## src/rtl/cnt10_key_ctrl_pkg.sv

```systemverilog
// Shared types for the cnt10 front-panel key controller.
package cnt10_key_ctrl_pkg;

  localparam int CNT_W = 8;

  typedef enum logic [1:0] {
    ST_IDLE,
    ST_HOLD,
    ST_REPEAT,
    ST_LOCK
  } state_t;

  typedef enum logic {
    DIR_UP,
    DIR_DN
  } dir_t;

  typedef enum logic [2:0] {
    STEP_NONE,
    STEP_ADD1,
    STEP_ADD10,
    STEP_SUB1,
    STEP_SUB10
  } step_t;

endpackage

```

## src/rtl/cnt10_step_sel.sv

```systemverilog
// Chooses the step command for one key decision, keeping the counter
// inside 0..UBND.
module cnt10_step_sel
  import cnt10_key_ctrl_pkg::*;
(
  input  dir_t             i_dir,
  input  logic             i_fast,
  input  logic [CNT_W-1:0] i_cnt,
  input  logic [CNT_W-1:0] i_ubnd,
  output step_t            o_step
);

  logic [CNT_W:0] w_cnt_p10;
  logic [CNT_W:0] w_ubnd_ext;

  assign w_cnt_p10  = {1'b0, i_cnt} + (CNT_W+1)'(10);
  assign w_ubnd_ext = {1'b0, i_ubnd};

  // Nine-bit sums keep CNT+10 from wrapping; a counter already above a
  // lowered bound gets no up step at all.
  always_comb begin
    o_step = STEP_NONE;
    if (i_dir == DIR_UP) begin
      if (i_fast && (w_cnt_p10 <= w_ubnd_ext)) begin
        o_step = STEP_ADD10;
      end else if (i_cnt < i_ubnd) begin
        o_step = STEP_ADD1;
      end
    end else begin
      if (i_fast && (i_cnt >= CNT_W'(10))) begin
        o_step = STEP_SUB10;
      end else if (i_cnt >= CNT_W'(1)) begin
        o_step = STEP_SUB1;
      end
    end
  end

endmodule

```

## src/rtl/cnt10_key_ctrl.sv

```systemverilog
// Turns debounced up/down key levels into single-cycle cnt10 step
// commands with auto-repeat and x10 acceleration.
module cnt10_key_ctrl
  import cnt10_key_ctrl_pkg::*;
#(
  parameter int TW    = 25,
  parameter int DELAY = 25000000,
  parameter int RATE  = 5000000,
  parameter int ACCEL = 10
) (
  input  logic             i_clk,
  input  logic             i_rst,
  input  logic             i_key_up,
  input  logic             i_key_dn,
  input  logic [CNT_W-1:0] i_ubnd,
  input  logic [CNT_W-1:0] i_cnt,
  output logic             o_add1,
  output logic             o_add10,
  output logic             o_sub1,
  output logic             o_sub10,
  output logic             o_clr,
  output logic             o_fast
);

  state_t        r_state;
  dir_t          r_dir;
  logic [TW-1:0] r_timer;
  logic [7:0]    r_rep_cnt;

  dir_t          w_sel_dir;
  step_t         w_step;
  logic          w_key_held;
  logic [8:0]    w_rep_inc;

  assign w_sel_dir  = (r_state == ST_IDLE) ? (i_key_up ? DIR_UP : DIR_DN) : r_dir;
  assign w_key_held = (r_dir == DIR_UP) ? i_key_up : i_key_dn;
  assign w_rep_inc  = {1'b0, r_rep_cnt} + 9'd1;

  cnt10_step_sel u_step_sel (
    .i_dir  (w_sel_dir),
    .i_fast (o_fast),
    .i_cnt  (i_cnt),
    .i_ubnd (i_ubnd),
    .o_step (w_step)
  );

  // Key sequencer: press, hold delay, repeat cadence, clear-and-lock.
  always_ff @(posedge i_clk or posedge i_rst) begin
    if (i_rst) begin
      r_state   <= ST_LOCK;
      r_dir     <= DIR_UP;
      r_timer   <= '0;
      r_rep_cnt <= '0;
      o_add1    <= 1'b0;
      o_add10   <= 1'b0;
      o_sub1    <= 1'b0;
      o_sub10   <= 1'b0;
      o_clr     <= 1'b0;
      o_fast    <= 1'b0;
    end else begin
      o_add1  <= 1'b0;
      o_add10 <= 1'b0;
      o_sub1  <= 1'b0;
      o_sub10 <= 1'b0;
      o_clr   <= 1'b0;
      if (r_state == ST_LOCK) begin
        if (!i_key_up && !i_key_dn) begin
          r_state <= ST_IDLE;
        end
      end else if (i_key_up && i_key_dn) begin
        o_clr     <= 1'b1;
        r_state   <= ST_LOCK;
        r_timer   <= '0;
        r_rep_cnt <= '0;
        o_fast    <= 1'b0;
      end else begin
        case (r_state)
          ST_IDLE: begin
            if (i_key_up ^ i_key_dn) begin
              o_add1  <= (w_step == STEP_ADD1);
              o_add10 <= (w_step == STEP_ADD10);
              o_sub1  <= (w_step == STEP_SUB1);
              o_sub10 <= (w_step == STEP_SUB10);
              r_timer <= TW'(DELAY);
              r_dir   <= w_sel_dir;
              r_state <= ST_HOLD;
            end
          end
          ST_HOLD, ST_REPEAT: begin
            if (!w_key_held) begin
              r_state   <= ST_IDLE;
              r_timer   <= '0;
              r_rep_cnt <= '0;
              o_fast    <= 1'b0;
            end else if (r_timer == TW'(1)) begin
              o_add1  <= (w_step == STEP_ADD1);
              o_add10 <= (w_step == STEP_ADD10);
              o_sub1  <= (w_step == STEP_SUB1);
              o_sub10 <= (w_step == STEP_SUB10);
              r_timer <= TW'(RATE);
              r_state <= ST_REPEAT;
              if (r_rep_cnt < 8'(ACCEL)) begin
                r_rep_cnt <= w_rep_inc[7:0];
              end
              o_fast <= (w_rep_inc >= 9'(ACCEL));
            end else begin
              r_timer <= r_timer - TW'(1);
            end
          end
          default: begin
            r_state <= ST_LOCK;
          end
        endcase
      end
    end
  end

endmodule

```

## config.mk

```make
export PLATFORM = sky130hd
export DESIGN_NAME = cnt10_key_ctrl
export DESIGN_NICKNAME = d
export VERILOG_FILES = /design/src/rtl/cnt10_key_ctrl_pkg.sv /design/src/rtl/cnt10_step_sel.sv /design/src/rtl/cnt10_key_ctrl.sv
export SDC_FILE = /design/constraint.sdc
export NUM_CORES = 1
export LEC_CHECK = 0
export ABC_AREA = 1
export CORE_UTILIZATION = 54
export CTS_CLUSTER_SIZE = 28
export DETAILED_ROUTE_END_ITERATION = 12
export PLACE_DENSITY = 0.78
export SLEW_MARGIN = 20
export SYNTH_ARGS = -nofsm -noshare
export SYNTH_HDL_FRONTEND = slang
export SYNTH_SLANG_ARGS = --single-unit
```

## constraint.sdc

```tcl
create_clock -name i_clk -period 1.8 [get_ports i_clk]
set_clock_uncertainty 0.15 [all_clocks]
set_input_delay 0.36 -clock i_clk [delete_from_list [all_inputs] [get_ports i_clk]]
set_output_delay 0.36 -clock i_clk [all_outputs]
set_load 0.02 [all_outputs]
```

==> summary.txt <==
Placement
  • Input/output buffers: 25
  • HPWL after DPL: 6.40 mm
  • Post-DP Area: 4180 µm²
  • Gpl congestion: 0.915

Power and ir drop
  • Leakage: 0.00240 µW
  • Power Dens Cells: 1610 nW/µm²
  • Psw: 3650 µW
  • Reg power frac: 19.2%
  • Peak supply drop: 1.34 mV
  • Clk pwr share: 8.6%
  • Switching Share: 47.2%
  • P_int: 4080 µW
  • Comb power frac: 72.2%

Clocking
  • H-Tree Depth: 2
  • Clock Latency Late Sink: 0.31 ns
  • Clk buf depth: 2
  • CTS buffer count: 5
  • TritonCTS Sinks: 42
  • Clock Tree Root: clkbuf_8
  • TritonCTS clock tree: done
  • CTS clk-pin slew, worst paths: 0.09 ns

Critical path
  • CP endpoint kind: register
  • WP data required: 1.88 ns
  • Crit Path Max Fanout: 4
  • Flop2flop setup slack: -0.29 ns
  • Critical path data arrival time: 2.17 ns
  • Critical path type: reg2reg
  • CP Launch Type: register

Routing
  • Routed vias/inst: 5.33
  • Remaining antenna violation count: 0
  • Via count: 3473
  • DR DRC count: 0
  • Pre-antenna DRT Iters: 5
  • Number of DRC markers in iteration 0: 223
  • Routed wire length: 9.84 mm
  • WL/cell: 15.1 µm

Floorplanning
  • Die footprint: 6500 µm²
  • Placeable core area: 5960 µm²
  • Die W: 80.6 µm
  • IO Count: 26
  • DIE HEIGHT: 80.6 µm
  • Initial standard-cell utilization of the core: 56.1%
  • # rows: 28

STA
  • Final worst hold slack: 0.249 ns
  • Slew Viols, Final: 0
  • RSZ-0062 raised after global routing: true
  • Worst Setup Slack, final: -0.290 ns
  • Final hold vios: 0
  • F_max: 478 MHz
  • Final-report setup violation count: 34
  • Worst slew pin tran: 0.378 ns
  • Relative max-transition margin: 74.5%
  • Final period util: 116%
  • Fin crit period: 2.09 ns

Global routing
  • GRT Resource Usage Total: 30.6%
  • Antenna violations before repair: 0
  • Largest net degree at the start of global routing: 43
  • GRT overflow: 0
  • First-pass GRT wire length: 15.0 mm
  • Vias in the first global route: 3383

Logic synthesis
  • Yosys cell types: 38
  • Sequential fraction of the synthesis area: 31.6%
  • Synth Register Bits: 42
  • Cell area after synthesis: 3340 µm²
  • Syn avg cell area: 7.18 µm²
  • Synthesized net count: 509
  • Syn Inst Count: 465
  • Ys Warns: 0

Outcome
  • Status: complete, but fails checks
  • Failing checks: negative setup slack

Job
  • Max-cap viol count: 0

Layout
  • Layout cells sized above 1: 36.9%
  • Post-layout util: 80.7%
  • Most frequent cells in the layout: nand2_1 (90), buf_4 (63), nor2_1 (56), inv_1 (56), dfrtp_1 (35)
  • Final nets: 620
  • Area Growth Syn to Fin: 43.9%
  • Most common cell after layout, fill and taps aside: nand2_1
  • Design area: 4800 µm²
  • ANT cells: 0

Hold path
  • Hold Crit Class: in2async
## worst max-delay path, cell delays in order (launching register included)
cell	delay, ns
dfrtp_2	0.45
inv_1	0.10
ha_1	0.23
nand2_2	0.14
nor2_4	0.17
buf_4	0.14
inv_1	0.06
o21ai_0	0.32
nand2_1	0.16
o21ai_2	0.08
## flip-flops by register name, summed over array words and instances, names as in the netlist
| register | cells |
|---|---|
| o_clr | 1 |
| r_rep_cnt | 8 |
| r_dir | 1 |
| o_add1 | 1 |
| r_state | 2 |
| o_add10 | 1 |
| o_sub1 | 1 |
| r_timer | 25 |
| o_fast | 1 |
| o_sub10 | 1 |
## synth_stat cells, drive strengths merged
master	instances	share of area (%)
nand2	106	13
nor2	94	13
inv	76	8.6
dfrtp	40	30
nand3	28	4.2
ha	24	9.0
o21ai	22	4.2
a21oi	21	3.1
xor2	13	3.4
nand4	12	2.7
nor3	7	2.2
xnor2	7	1.8
buf	2	0.56
dfstp	2	1.6
nand3b	2	0.45
a21boi	1	0.22
a21o	1	0.22
a22oi	1	0.22
and3	1	0.19
clkbuf	1	0.11
clkinv	1	0.15
o211ai	1	0.22
o21bai	1	0.22
o31ai	1	0.22
## worst paths after layout
| path | startpoint | depth (start not counted) | end |
|---|---|---|---|
| max | r_timer[0] | 9 | r_timer[8] |
| min | i_rst | 3 | r_timer[6] |
| max reg2reg | r_timer[0] | 9 | r_timer[8] |
| min reg2reg | r_timer[0] | 1 | r_timer[0] |
| max in group asynchronous | i_rst | 3 | r_state[0] |
| min in group i_clk | r_timer[0] | 1 | r_timer[0] |
## repair_timing
| item | in CTS | in global routing |
|---|---|---|
| hold buffers | 0 | 0 |
| endpoints found under the setup margin | 41 | 41 |
| pin swaps | 25 | 30 |
| gates resized for setup | 42 | 75 |
| setup buffers | 15 | 7 |
| cloned | 1 | 0 |
## cell type report
class / instances / area (µm²)
multi-input combinational: 343 / 2290
fill: 384 / 1150
sequential: 42 / 1060
timing repair buffer: 106 / 955
inverter: 77 / 305
tap: 75 / 93.8
clock buffer: 6 / 82.6
clock inverter: 2 / 12.5
timing repair inverter: 1 / 7.51
## cell families after synthesis
logic type	count (synthesis)	synth area share (%)
flops	42	31.6
compound gates	49	8.70
buf+inv	80	9.45
simple gates	250	36.1
fa+ha+maj	24	9.00
xor+xnor	20	5.25
## metrics by stage
stage	setup WS [ns]	std cells	power (µW)	setup TNS (ns)
after CTS	-0.159	646	6650	-4.49
after global placement	-0.712	622	5180	-18.71
after global routing	-0.393	652	8210	-8.34
final	-0.290	652	7720	-5.49
after detailed placement	-0.786	622	5300	-20.12
after floorplan	-0.0499	465	3890	-0.0671
## power by group through the flow
stage | registers [µW] | clock network, µW | logic [µW]
6_report | 1480 | 663 | 5580
5_1_grt | 1510 | 705 | 6000
4_1_cts | 1450 | 669 | 4530
3_5_place_dp | 1470 | 0 | 3830
3_3_place_gp | 1450 | 0 | 3730
2_1_floorplan | 1470 | 0 | 2430
## layer usage
layer | GRT usage [%] | vias to the layer above | share of wire [%] | routed length [µm]
met5 | 0 | - | 0 | 0
met4 | 13.6 | 0 | 3.1 | 310
met3 | 4.77 | 32 | 4.2 | 414
met2 | 56.4 | 119 | 53 | 5190
met1 | 34.2 | 1633 | 40 | 3930
li1 | - | 1689 | - | -
Power figures use the tool's default switching activity.
